## config.mk

```make
export PLATFORM = sky130hd
export DESIGN_NAME = instr_seq
export DESIGN_NICKNAME = d
export VERILOG_FILES = /design/src/rtl/instr_seq_pkg.sv /design/src/rtl/addr_mode_cls.sv /design/src/rtl/instr_seq.sv
export SDC_FILE = /design/constraint.sdc
export NUM_CORES = 1
export LEC_CHECK = 0
export ABC_CLOCK_PERIOD_IN_PS = 4300
export CORE_UTILIZATION = 40
export CTS_BUF_LIST = sky130_fd_sc_hd__clkbuf_16
export CTS_CLUSTER_DIAMETER = 40
export DETAILED_ROUTE_END_ITERATION = 10
export PLACE_DENSITY = 0.77
export SETUP_SLACK_MARGIN = 0.3
export SKIP_LAST_GASP = 1
export SYNTH_ARGS = -nofsm -noshare
export SYNTH_HDL_FRONTEND = slang
export SYNTH_HIERARCHICAL = 1
export SYNTH_SLANG_ARGS = --single-unit
```

## constraint.sdc

```tcl
create_clock -name clk -period 4.3 [get_ports clk]
set_clock_uncertainty 0.15 [all_clocks]
set_input_delay 1.29 -clock clk [delete_from_list [all_inputs] [get_ports clk]]
set_output_delay 1.29 -clock clk [all_outputs]
set_load 0.01 [all_outputs]
```

## src/rtl/instr_seq_pkg.sv

```systemverilog
// Shared encodings for the MSP430 instruction sequencer: states, MAB mux codes,
// instruction formats, opcode fields and the addressing-mode classification record.
package instr_seq_pkg;

  typedef enum logic [3:0] {
    StFetch  = 4'd0,
    StSrcExt = 4'd1,
    StSrcRd  = 4'd2,
    StDstExt = 4'd3,
    StDstRd  = 4'd4,
    StExec   = 4'd5,
    StWbMem  = 4'd6,
    StTrap   = 4'd7
  } seq_state_e;

  localparam logic [2:0] MAB_PC   = 3'd0;
  localparam logic [2:0] MAB_SOUT = 3'd1;
  localparam logic [2:0] MAB_CALC = 3'd2;
  localparam logic [2:0] MAB_MDB  = 3'd3;

  typedef enum logic [1:0] {
    FmtJump = 2'd0,
    FmtI    = 2'd1,
    FmtII   = 2'd2,
    FmtBad  = 2'd3
  } fmt_e;

  localparam logic [2:0] OP_JUMP     = 3'b001;
  localparam logic [3:0] OP_FMT2     = 4'h1;
  localparam logic [3:0] OP_FMT1_MIN = 4'h4;
  localparam logic [3:0] OP_CMP      = 4'h9;
  localparam logic [3:0] OP_BIT      = 4'hB;
  localparam logic [2:0] OP2_PUSH    = 3'b100;
  localparam logic [2:0] OP2_CALL    = 3'b101;
  localparam logic [2:0] OP2_RETI    = 3'b110;

  localparam logic [3:0] REG_PC = 4'd0;
  localparam logic [3:0] REG_SP = 4'd1;
  localparam logic [3:0] REG_SR = 4'd2;
  localparam logic [3:0] REG_CG = 4'd3;

  typedef struct packed {
    logic       illegal;
    logic       need_sext;
    logic       imm;
    logic       need_srd;
    logic       need_dext;
    logic       need_wb;
    logic       reg_wr;
    logic       ai_inc;
    logic [1:0] ai_step;
  } cls_t;

endpackage

```

## src/rtl/addr_mode_cls.sv

```systemverilog
// Combinational classifier: maps an instruction word to the phases it needs
// (extension words, operand reads, write-back) and its execute-cycle controls.
module addr_mode_cls
  import instr_seq_pkg::*;
(
  input  logic [15:0] ir_i,
  output cls_t        cls_o
);

  fmt_e       fmt;
  logic [3:0] op, sa;
  logic [1:0] as_m;
  logic       ad, bw;
  logic       is_fmt1, is_fmt2, fmt2_trap, operand;
  logic       is_const, imm, src_mem, cmp_bit;

  always_comb begin
    if (ir_i[15:13] == OP_JUMP)          fmt = FmtJump;
    else if (ir_i[15:12] == OP_FMT2)     fmt = FmtII;
    else if (ir_i[15:12] >= OP_FMT1_MIN) fmt = FmtI;
    else                                 fmt = FmtBad;
  end

  assign op        = ir_i[15:12];
  assign as_m      = ir_i[5:4];
  assign ad        = ir_i[7];
  assign bw        = ir_i[6];
  assign is_fmt1   = (fmt == FmtI);
  assign is_fmt2   = (fmt == FmtII);
  assign fmt2_trap = is_fmt2 && (ir_i[9:7] inside {OP2_PUSH, OP2_CALL, OP2_RETI});
  assign operand   = is_fmt1 || (is_fmt2 && !fmt2_trap);
  assign sa        = is_fmt1 ? ir_i[11:8] : ir_i[3:0];

  // Constant generator: R3 in any mode, R2 in the two indirect modes.
  assign is_const = (sa == REG_CG) || ((sa == REG_SR) && as_m[1]);
  assign imm      = (as_m == 2'b11) && (sa == REG_PC);
  assign src_mem  = (as_m != 2'b00) && !is_const && !imm;
  assign cmp_bit  = (op == OP_CMP) || (op == OP_BIT);

  always_comb begin
    cls_o           = '0;
    cls_o.illegal   = (fmt == FmtBad) || fmt2_trap;
    cls_o.need_sext = operand && (((as_m == 2'b01) && !is_const) || imm);
    cls_o.imm       = operand && imm;
    cls_o.need_srd  = operand && src_mem;
    cls_o.need_dext = is_fmt1 && ad;
    cls_o.need_wb   = is_fmt1 ? (ad && !cmp_bit) : (operand && src_mem);
    cls_o.reg_wr    = is_fmt1 ? (!ad && !cmp_bit) : (operand && (as_m == 2'b00));
    cls_o.ai_inc    = operand && (as_m == 2'b11) && src_mem;
    if (operand) cls_o.ai_step = (bw && (sa > REG_SP)) ? 2'd1 : 2'd2;
  end

endmodule

```

## src/rtl/instr_seq.sv

```systemverilog
// Multi-cycle MSP430 instruction sequencer: owns the IR and walks fetch, extension,
// operand-read, execute and write-back phases, emitting datapath strobes.
module instr_seq
  import instr_seq_pkg::*;
(
  input  logic        clk,
  input  logic        rst,
  input  logic [15:0] MDB_out,
  input  logic        mem_rdy,
  output logic [15:0] IR,
  output logic        IR_ld,
  output logic        PC_inc,
  output logic [2:0]  MAB_sel,
  output logic        SRC_ld,
  output logic        DST_ld,
  output logic        SEXT_ld,
  output logic        DEXT_ld,
  output logic        EXEC,
  output logic        RW,
  output logic        MW,
  output logic        AI_inc,
  output logic [1:0]  AI_step,
  output logic        instr_done,
  output logic        illegal,
  output logic [3:0]  state
);

  seq_state_e  state_q, state_d;
  logic [15:0] ir_q, ir_d;
  logic [15:0] cls_ir;
  cls_t        cls;

  // In FETCH the word on the bus is classified so the next state is known at once.
  assign cls_ir = (state_q == StFetch) ? MDB_out : ir_q;

  addr_mode_cls u_cls (
    .ir_i  (cls_ir),
    .cls_o (cls)
  );

  always_ff @(posedge clk) begin
    if (rst) begin
      state_q <= StFetch;
      ir_q    <= '0;
    end else begin
      state_q <= state_d;
      ir_q    <= ir_d;
    end
  end

  assign IR    = ir_q;
  assign state = state_q;

  always_comb begin
    state_d    = state_q;
    ir_d       = ir_q;
    IR_ld      = 1'b0;
    PC_inc     = 1'b0;
    MAB_sel    = MAB_PC;
    SRC_ld     = 1'b0;
    DST_ld     = 1'b0;
    SEXT_ld    = 1'b0;
    DEXT_ld    = 1'b0;
    EXEC       = 1'b0;
    RW         = 1'b0;
    MW         = 1'b0;
    AI_inc     = 1'b0;
    AI_step    = 2'd0;
    instr_done = 1'b0;
    illegal    = 1'b0;

    unique case (state_q)
      StFetch: begin
        if (mem_rdy) begin
          IR_ld  = 1'b1;
          PC_inc = 1'b1;
          ir_d   = MDB_out;
          if (cls.illegal)        state_d = StTrap;
          else if (cls.need_sext) state_d = StSrcExt;
          else if (cls.need_srd)  state_d = StSrcRd;
          else if (cls.need_dext) state_d = StDstExt;
          else                    state_d = StExec;
        end
      end
      StSrcExt: begin
        if (mem_rdy) begin
          PC_inc  = 1'b1;
          SRC_ld  = cls.imm;
          SEXT_ld = !cls.imm;
          if (!cls.imm)           state_d = StSrcRd;
          else if (cls.need_dext) state_d = StDstExt;
          else                    state_d = StExec;
        end
      end
      StSrcRd: begin
        MAB_sel = (cls_ir[5:4] == 2'b01) ? MAB_CALC : MAB_SOUT;
        if (mem_rdy) begin
          SRC_ld  = 1'b1;
          state_d = cls.need_dext ? StDstExt : StExec;
        end
      end
      StDstExt: begin
        if (mem_rdy) begin
          PC_inc  = 1'b1;
          DEXT_ld = 1'b1;
          state_d = StDstRd;
        end
      end
      StDstRd: begin
        MAB_sel = MAB_CALC;
        if (mem_rdy) begin
          DST_ld  = 1'b1;
          state_d = StExec;
        end
      end
      StExec: begin
        EXEC       = 1'b1;
        RW         = cls.reg_wr;
        AI_inc     = cls.ai_inc;
        AI_step    = cls.ai_step;
        instr_done = !cls.need_wb;
        state_d    = cls.need_wb ? StWbMem : StFetch;
      end
      StWbMem: begin
        MAB_sel = MAB_CALC;
        if (mem_rdy) begin
          MW         = 1'b1;
          instr_done = 1'b1;
          state_d    = StFetch;
        end
      end
      StTrap: begin
        illegal = 1'b1;
      end
      default: begin
        state_d = StTrap;
      end
    endcase

    // Reset suppresses every strobe in the reset cycle, including an in-flight MW.
    if (rst) begin
      IR_ld      = 1'b0;
      PC_inc     = 1'b0;
      MAB_sel    = MAB_PC;
      SRC_ld     = 1'b0;
      DST_ld     = 1'b0;
      SEXT_ld    = 1'b0;
      DEXT_ld    = 1'b0;
      EXEC       = 1'b0;
      RW         = 1'b0;
      MW         = 1'b0;
      AI_inc     = 1'b0;
      AI_step    = 2'd0;
      instr_done = 1'b0;
      illegal    = 1'b0;
    end
  end

endmodule

```

==> results of run 1 <==
[timing repair]
action                                  4_1_cts  5_1_grt
gates resized for setup                      98       12
pin swaps                                    17        5
setup buffers                                10        2
endpoints found under the setup margin       16        9
[metrics by stage]
step,total power [W],utilization,instances,setup slack [ps],area (µm²)
after floorplan,0.0009031,-,195,-48.42,1540
after global placement,0.001305,0.6710,313,-1010,2310
after detailed placement,0.001330,0.6710,313,-1061,2310
after CTS,0.001698,0.7376,327,-280.5,2539
after global routing,0.001900,0.7583,329,-349.5,2610
final,0.001790,0.7583,329,-299.1,2610
[flip-flops by register name, summed over array words and instances, names as in the netlist]
name / flops
IR: 16
state: 3
[layout by cell type, fill, tap and decap left out, types with 4 or more instances in the layout]
cell,count
buf_4,37
nand2_1,36
clkdlybuf4s50_1,25
dfxtp_1,19
a21oi_1,19
mux2_4,12
dlygate4sd2_1,12
buf_6,11
nor2_1,8
buf_2,7
nor3_1,6
inv_1,5
o21ai_0,5
mux2_2,4
nand2b_1,4
nor2b_1,4
[layout make-up]
class / count / area [µm²]
clock inverters: 1 / 3.754
repair buffers: 97 / 859.6
fillers: 242 / 832.0
flip-flops and latches: 19 / 380.4
well taps: 46 / 57.56
inverters: 4 / 15.01
clock buffers: 3 / 75.07
multi-input cells: 159 / 1219
[synth_stat cells, types with 2 or more instances]
| library cell | n | share of area |
|---|---|---|
| nand2_1 | 37 | 0.094 |
| a21oi_1 | 20 | 0.068 |
| inv_1 | 4 | 0.010 |
| mux2_2 | 16 | 0.12 |
| nand3_1 | 4 | 0.014 |
| o22ai_1 | 3 | 0.013 |
| a22oi_1 | 2 | 0.010 |
| buf_2 | 3 | 0.010 |
| buf_4 | 3 | 0.015 |
| nand2b_1 | 5 | 0.021 |
| mux2i_1 | 2 | 0.014 |
| and2_1 | 5 | 0.021 |
| o31ai_1 | 4 | 0.020 |
| clkbuf_1 | 6 | 0.015 |
| nand3b_1 | 2 | 0.010 |
| nor3_1 | 7 | 0.024 |
| nor2_1 | 9 | 0.023 |
| dfxtp_1 | 19 | 0.26 |
| o21bai_1 | 2 | 0.010 |
| nor2b_1 | 4 | 0.017 |
| nor4_1 | 3 | 0.013 |
| o21ai_0 | 6 | 0.020 |
[cell families (layout without fill, tap and decap cells)]
| family | count (synthesis) | count (layout) |
|---|---|---|
| buffers and inverters | 17 | 105 |
| other | 1 | 2 |
| AOI/OAI and AO/OA | 49 | 49 |
| DFF | 19 | 19 |
| muxes | 18 | 18 |
| and+or+nand+nor | 90 | 90 |
[power by group through the flow]
stage	clock network (W)	logic, W	registers [W]
after floorplan	0	0.000635	0.000268
after global placement	0	0.00106	0.000246
after detailed placement	0	0.00108	0.000248
after CTS	0.000193	0.00126	0.000245
after global routing	0.000206	0.00144	0.000251
final	0.000192	0.00135	0.000245
[final timing paths]
| path | start | end | slack [ps] | cells after the start |
|---|---|---|---|---|
| max | MDB_out[3] | instr_done | -300 | 8 |
| min | IR[0]$_SDFFE_PP0N_ | IR[0]$_SDFFE_PP0N_ | 320 | 2 |
| max reg2reg | state[2]$_SDFFE_PP0P_ | state[0]$_SDFFE_PP0P_ | 1040 | 12 |
| min reg2reg | IR[0]$_SDFFE_PP0N_ | IR[0]$_SDFFE_PP0N_ | 320 | 2 |
[per-layer routing]
layer  wire length [µm]  up-vias  part of all wire
met5                  0        -                 0
met4                118        0             0.023
li1                   -      866                 -
met1               2184      873              0.42
met2               2535       85              0.49
met3                361       16             0.069
[critical path, stage by stage]
cell and delay [ps]:
buf_6 90, mux2_4 240, or4_4 580, o31a_4 160
a311oi_4 330, o31ai_4 110, o22ai_2 190, buf_2 150
==> run_results.csv, run 1 <==
group,metric,value,unit
run_status,status,"complete, but fails checks",
run_status,failed_checks,"setup timing",
sta,hold_slack,323.2,ps
sta,tightest_slew,663.3,ps
clock_network,cts-root-buf,"clkbuf_16",
worst_setup_path,crit_path_start_kind,"primary input",
placed_design,hpwl,3336,µm
yosys,synthFlopType,"dfxtp_1",
drt,drt-initial-drc-count,165,
yosys,muxShareOfSynthArea,0.1356,
floorplanning,ioPinCount,56,
yosys,synth_compound_area_frac,0.2246,
worst_setup_path,cp_max_fo,3,
worst_setup_path,arrival,3160,ps
power_and_ir_drop,p_switching,0.0007552,W
hold_path,hp-class,"reg -> reg",
clock_network,cts_tree,"done",
drt,drc_errors,0,
yosys,synth_edf_count,0,
sta,period_share,1.070,
drt,viasPerCell,5.593,
sta,slew_headroom,0.5578,
placed_design,place.gp.congestion,0.8632,
final_layout,insertedDiodeCount,0,
yosys,synth.distinct_cells,50,
drt,dr.pass1.iters,4,
clock_network,cts_max_path_buffers,2,
power_and_ir_drop,clock_power_share,0.107,
yosys,async_reset_ff_frac,0,
worst_setup_path,critPathRequiredTime,2860,ps
grt,antenna_found_initial,0,
placed_design,io_buffers,53,
yosys,yosys_warnings,6,
sta,max_freq,0.2174,GHz
sta,final_max_slew_viol_count,0,
grt,grt_pass1_wl,8528,µm
grt,use_met3,0.04745,
clock_network,cts_hold_buf,0,
grt,gr-total-overflow,0,
worst_setup_path,end_kind,"primary output",
floorplanning,core-area,3442,µm²
sta,tns,-994.2,ps
power_and_ir_drop,p_sw_frac,0.4218,
clock_network,clock_latency,250,ps
floorplanning,dieArea,3938,µm²
power_and_ir_drop,combPwrFrac,0.756,
grt,grt_usage,0.2677,
drt,wire_per_inst,15.81,µm
power_and_ir_drop,p_int,0.001035,W
power_and_ir_drop,peakVddDrop,362.7,µV
yosys,netlist_area,1476,µm²
sta,setup_violations,7,
yosys,syn_area_per_cell,7.610,µm²
grt,grt.met1_usage,0.3292,
final_layout,drive_gt1_frac,0.3710,
clock_network,h-tree-depth,1,
clock_network,cts.clk_slew.worst_paths,50,ps
floorplanning,die_h,62.76,µm
sta,hold_violations,0,
power_and_ir_drop,p_per_area,685.9,nW/µm²
yosys,synthAdderAreaFrac,0,
floorplanning,initial_core_util,0.4289,
grt,use_met2,0.4592,
job,maxCapViolations,0,
yosys,yosysSeqAreaShare,0.2576,
drt,routed_wl,5200,µm
clock_network,cts_made_buffers,3,
clock_network,cts.sinks,19,
grt,grt_start_max_net_pins,17,
drt,vias,1840,
grt,busiest_layer,"met2",
drt,drt.antenna.violating_nets,0,
worst_setup_path,critPathKind,"in -> out",
power_and_ir_drop,power.leakage,1.159,nW
yosys,synth-seq-cells,19,
floorplanning,placementRows,21,
grt,grt_pass1_vias,1791,
yosys,synth_top_family_by_area,"simple AND/OR/NAND/NOR gates",
sta,grt_setup_unrepaired,"true",
final_layout,nNetsFinal,303,
sta,finalCriticalPeriod,4599,ps
power_and_ir_drop,seq_power_share,0.137,
floorplanning,die_x,62.76,µm
yosys,synthSimpleGateAreaFrac,0.3212,
sta,setup_ws,-299.1,ps
yosys,syn_inst,194,
final_layout,area_growth,76.78,%
yosys,synthXorXnorAreaFrac,0,
Power figures use the tool's default switching activity.
==> run 2, diff against run 1 <==
Settings changed: CORE_MARGIN set to 4.
==> run 2 against run 1 <==
  * The flow still finishes with violations (setup timing)
  * Utilization up 1.7 points
  * Die area up 20%
  * Cell count up 1.5%
  * Fmax down 0.24%
  * Sequential power about the same
  * Global-route usage down 2.9 points
  * Critical endpoint unchanged
  * Highest routed layer unchanged
==> run_results.csv, run 2 (same netlist as run 1, synthesis figures left out) <==
group,metric,value,unit
run_status,status,"complete, but fails checks",
run_status,failed_checks,"setup timing",
worst_setup_path,crit_path_start_kind,"primary input",
power_and_ir_drop,power.leakage,1.178,nW
job,maxCapViolations,0,
floorplanning,die_x,68.76,µm
placed_design,hpwl,3358,µm
power_and_ir_drop,peakVddDrop,320.8,µV
drt,vias,1854,
floorplanning,placementRows,21,
drt,viasPerCell,5.551,
hold_path,min_from,"IR[12]$_SDFFE_PP0N_",
drt,drt.antenna.violating_nets,0,
worst_setup_path,rr_startpoint,"state[2]$_SDFFE_PP0P_",
final_layout,layoutNonFillerInstCount,334,
worst_setup_path,critPathRequiredTime,2860,ps
worst_setup_path,rrSetupSlack,720,ps
clock_network,cts_tree,"done",
clock_network,cts.clk_slew.worst_paths,50,ps
floorplanning,ioPinCount,56,
clock_network,cts_max_path_buffers,2,
sta,period_share,1.072,
placed_design,io_buffers,53,
drt,wire_per_inst,16.85,µm
sta,max_freq,0.2169,GHz
clock_network,cts-root-buf,"clkbuf_16",
drt,dr.pass1.iters,6,
grt,grt_pass1_wl,8445,µm
final_layout,layout_commonest_cell,"buf_4",
sta,tightest_slew,707.3,ps
worst_setup_path,crit_chain,"buf_6 -> mux2_4 -> buf_12 -> nor2_4 -> mux2i_4 -> buf_6 -> a311oi_4 -> buf_4 -> o31ai_4 -> o22ai_2 -> buf_2",
worst_setup_path,crit_start,"MDB_out[15]",
worst_setup_path,crit_buf_inv,5,
final_layout,nFillCells,232,
drt,routed_wl,5627,µm
sta,final_max_slew_viol_count,0,
final_layout,area_growth,80.85,%
worst_setup_path,critPathTopFamily,"buffers and inverters",
clock_network,h-tree-depth,1,
floorplanning,die_h,68.76,µm
sta,grt_setup_unrepaired,"true",
hold_path,hp-class,"reg -> reg",
worst_setup_path,critPathKind,"in -> out",
final_layout,nNetsFinal,308,
worst_setup_path,critical-path-slowest-cell,"mux2i_4",
clock_network,cts_made_buffers,3,
sta,finalCriticalPeriod,4610,ps
worst_setup_path,end_kind,"primary output",
floorplanning,core-area,3442,µm²
drt,drc_errors,0,
placed_design,place_inst,311,
final_layout,final_cell_mix,"buf_4 (42), nand2_1 (36), clkdlybuf4s50_1 (27)",
sta,slew_headroom,0.5241,
worst_setup_path,arrival,3170,ps
sta,setup_violations,7,
final_layout,drive_gt1_frac,0.3924,
clock_network,clock_latency,260,ps
worst_setup_path,cpMostUsedCell,"buf_6",
sta,tns,-1584,ps
hold_path,hold_path_depth,2,
grt,grt_start_max_net_pins,17,
hold_path,hold_end,"IR[12]$_SDFFE_PP0N_",
grt,grt_pass1_vias,1784,
final_layout,largest_reg_flops,16,
floorplanning,dieArea,4727,µm²
grt,grt_usage,0.2390,
power_and_ir_drop,p_per_area,710.6,nW/µm²
worst_setup_path,r2r_end,"state[1]$_SDFFE_PP0P_",
placed_design,place.gp.congestion,0.8990,
drt,drt-initial-drc-count,189,
final_layout,fin_util,0.7757,
clock_network,cts.sinks,19,
sta,setup_ws,-310.2,ps
worst_setup_path,cpPeakStageDelay,300,ps
clock_network,cts_hold_buf,0,
grt,antenna_found_initial,0,
worst_setup_path,reg2regPathDepth,17,
sta,hold_violations,0,
floorplanning,initial_core_util,0.4289,
final_layout,insertedDiodeCount,0,
worst_setup_path,cp_max_fo,4,
grt,gr-total-overflow,0,
-- run 2: worst reg2reg max path, stage by stage (launching register included) --
cell and delay [ps]:
dfxtp_1 340, nor3_4 240, buf_12 180, mux2_4 330
buf_12 130, nor2_4 160, mux2i_4 300, buf_6 140
a311oi_4 70, buf_4 160, buf_4 130, buf_4 120
buf_4 120, nor3_1 320, nor2_1 90, o21bai_1 190
a22oi_1 90, o31ai_1 230
-- run 2: layout make-up --
class,instances,area [µm²],share of cell area
Multi-Input combinational cell,159,1224,0.4583
Sequential cell,19,380.4,0.1425
Timing Repair Buffer,102,914.6,0.3425
Inverter,4,15.01,0.005623
Tap cell,46,57.56,0.02156
Clock buffer,3,75.07,0.02812
Clock inverter,1,3.754,0.001406
-- run 2: what timing repair did --
item	CTS	global route
endpoints found under the setup margin	16	10
gates resized for setup	95	13
buffers inserted	13	6
pin swaps	15	7
-- run 2: power breakdown --
| group | total (W) | switching (W) | internal (W) |
|---|---|---|---|
| logic | 0.00145 | 0.000699 | 0.000756 |
| clock network | 0.000196 | 0.0000716 | 0.000124 |
| registers | 0.000247 | 0.0000329 | 0.000214 |
-- run 2: how the worst max path moves through the flow --
stage,to,cells past startpoint
floorplan,SRC_ld,8
global placement,instr_done,8
detailed placement,instr_done,8
CTS,instr_done,7
global route,SRC_ld,11
finish,instr_done,11
-- run 2: metrics by stage --
step                power [W]  hold slack [ps]  instance area [µm²]  setup slack [ps]
CTS                  0.001747            326.4                 2580            -307.7
global placement     0.001295            307.7                 2307            -983.6
detailed placement   0.001315            315.4                 2307            -986.7
global route         0.001990            346.0                 2670            -367.3
finish               0.001897            322.6                 2670            -310.2
floorplan           0.0009031            340.2                 1540            -48.42
-- run 2: routing by layer --
metal,routed length [µm],GRT usage,share of wire,up-vias
met1,2309,0.2758,0.41,847
li1,-,-,-,883
met2,2748,0.4136,0.49,111
met3,433,0.05024,0.077,13
met5,0,0,0,-
met4,135,0.1217,0.024,0
==> run 3, diff against run 2 <==
Settings changed: ABC_AREA set to 1, ABC_CLOCK_PERIOD_IN_PS 4300 to 4000, CORE_MARGIN 4 to 2, PLACE_DENSITY 0.77 to 0.76.
Clock period 4.3 ns to 4 ns, I/O delays scaled along.
==> run 3 against run 2 <==
  * Register-to-register slack gained 370 ps
  * Sequential share of layout area increased by 0.27 points
  * Die area fell by 9.2%
  * The flow now finishes without violations
  * Largest power group unchanged
==> run_results.csv, run 3 <==
group,metric,value,unit
yosys,synthSimpleGateAreaFrac,0.3504,
floorplanning,ioPinCount,56,
floorplanning,die_x,65.52,µm
clock_network,cts_max_path_buffers,2,
worst_setup_path,end_kind,"primary output",
final_layout,nNetsFinal,368,
yosys,syn_area_per_cell,6.008,µm²
final_layout,fin_util,0.7157,
final_layout,insertedDiodeCount,0,
grt,grt_usage,0.2429,
drt,wire_per_inst,13.76,µm
final_layout,stdcell_area,2620,µm²
power_and_ir_drop,totalPowerFinal,0.002349,W
hold_path,hold_path_depth,2,
placed_design,place.gp.congestion,0.9044,
worst_setup_path,reg2regPathDepth,20,
run_status,status,"complete, no violations",
floorplanning,core-area,3661,µm²
worst_setup_path,rr_startpoint,"state[0]$_SDFFE_PP0P_",
drt,drt.antenna.violating_nets,0,
clock_network,cts.sinks,19,
yosys,yosys_warnings,6,
sta,period_share,0.9897,
grt,grt_pass1_vias,1886,
drt,vias,2030,
yosys,synth_top_family_by_area,"simple AND/OR/NAND/NOR gates",
yosys,async_reset_ff_frac,0,
yosys,muxShareOfSynthArea,0,
final_layout,nFillCells,301,
yosys,synth_top_cell_by_area,"dfxtp_1",
hold_path,min_from,"IR[11]$_SDFFE_PP0N_",
grt,grt_start_max_net_pins,32,
grt,grt_pass1_wl,8231,µm
sta,max_freq,0.2526,GHz
yosys,syn_inst,252,
hold_path,hp-class,"reg -> reg",
grt,gr-total-overflow,0,
yosys,synth.distinct_cells,29,
worst_setup_path,arrival,2610,ps
yosys,synth_top_area_share,0.2512,
sta,final_max_slew_viol_count,0,
yosys,synthXorXnorAreaFrac,0,
worst_setup_path,crit_path_start_kind,"primary input",
worst_setup_path,critPathRequiredTime,2650,ps
yosys,netlist_area,1514,µm²
clock_network,h-tree-depth,1,
yosys,synth_edf_count,0,
final_layout,drive_gt1_frac,0.4138,
placed_design,hpwl,3132,µm
drt,viasPerCell,5.126,
final_layout,layout_commonest_cell,"buf_4",
grt,antenna_found_initial,0,
sta,finalCriticalPeriod,3959,ps
sta,tns,0,ps
floorplanning,placementRows,22,
drt,routed_wl,5447,µm
floorplanning,dieArea,4293,µm²
power_and_ir_drop,peakVddDrop,552.8,µV
yosys,synthAdderAreaFrac,0,
yosys,post_synth_most_frequent_cells,"nand2_1 (57), inv_1 (36), nor2_1 (25)",
job,maxCapViolations,0,
drt,dr.pass1.iters,4,
final_layout,final_cell_mix,"buf_4 (44), nand2_1 (42), inv_1 (30)",
yosys,synthFlopType,"dfxtp_1",
sta,grt_setup_unrepaired,"true",
clock_network,cts_hold_buf,0,
power_and_ir_drop,power.leakage,1.258,nW
clock_network,cts_made_buffers,3,
clock_network,cts-root-buf,"clkbuf_16",
hold_path,hold_end,"IR[11]$_SDFFE_PP0N_",
placed_design,placed_area,2237,µm²
sta,setup_violations,0,
worst_setup_path,cp_max_fo,5,
clock_network,clock_latency,250,ps
worst_setup_path,critPathKind,"in -> out",
final_layout,area_growth,73.06,%
sta,hold_violations,0,
placed_design,io_buffers,53,
worst_setup_path,r2r_end,"state[2]$_SDFFE_PP0P_",
yosys,synth.area.top_cells,"dfxtp_1 (25%), nand2_1 (14%), inv_1 (8.9%)",
drt,drt-initial-drc-count,110,
yosys,yosysSeqAreaShare,0.2512,
worst_setup_path,rrSetupSlack,1090,ps
drt,drc_errors,0,
yosys,synth-seq-cells,19,
floorplanning,die_h,65.52,µm
floorplanning,initial_core_util,0.4135,
yosys,synth_compound_area_frac,0.2223,
clock_network,cts_tree,"done",
clock_network,cts.clk_slew.worst_paths,60,ps
power_and_ir_drop,p_per_area,896.6,nW/µm²
yosys,synth_most_common_cell,"nand2_1",
final_layout,largest_reg_flops,16,
-- run 3: worst max-delay path by stage --
stage | from | to | depth (start not counted)
floorplan | MDB_out[14] | SEXT_ld | 9
global placement | MDB_out[14] | instr_done | 15
detailed placement | MDB_out[14] | instr_done | 15
CTS | MDB_out[15] | instr_done | 15
global route | MDB_out[2] | instr_done | 13
finish | MDB_out[15] | instr_done | 15
-- run 3: cell families (layout without fill, tap and decap cells) --
logic type,after synthesis,after routing
buffers and inverters,55,150
DFF,19,19
other,1,2
AOI/OAI and AO/OA,65,65
and+or+nand+nor,112,112
-- run 3: per-stage QoR --
stage | hold WS (ps) | worst slack, ps | instances
2_1_floorplan | 332.7 | 302.2 | 253
4_1_cts | 322.5 | 167.1 | 390
6_report | 318.3 | 41.27 | 396
5_1_grt | 332.9 | -1.757 | 396
3_3_place_gp | 302.3 | -698.6 | 372
3_5_place_dp | 304.0 | -721.9 | 372
-- run 3: per-layer routing --
metal	routed length, µm	global-route usage	share of wire
met1	2275	0.2963	0.42
met5	0	0	0
met3	310	0.03938	0.057
met2	2731	0.4426	0.50
met4	129	0.05729	0.024
-- run 3: worst max-delay path, stage by stage --
cell     delay [ps]
buf_6           100
nand2_2          50
o21ai_2          60
buf_4           140
nor2_4          170
nand2_2         100
nand2_4         110
nor2_4           60
nand2_2         100
nand4_1         110
nand2_1         110
inv_2            40
nand2_1          50
o21ai_1          60
buf_2           140
-- run 3: report_power, final --
part / internal [W] / switching (W) / total, W
Clock: 0.000134 / 0.0000749 / 0.000209
Sequential: 0.000247 / 0.0000341 / 0.000281
Combinational: 0.000806 / 0.00105 / 0.00186
Total: 0.00119 / 0.00116 / 0.00235
-- run 3: final cells by class --
cell class                      instances  area [µm²]  share of cell area
Inverter                               43       166.4             0.06352
Clock inverter                          1       5.005            0.001910
Tap cell                               48       60.06             0.02292
Multi-Input combinational cell        179        1089              0.4155
Clock buffer                            3       75.07             0.02865
Sequential cell                        19       380.4              0.1452
Timing Repair Buffer                  103       844.6              0.3223
-- run 3: what timing repair did --
action / in CTS / in global routing
pin swaps: 39 / 19
resized for setup: 149 / 25
endpoints found under the setup margin: 16 / 12
gates cloned: 0 / 0
buffers inserted: 14 / 6
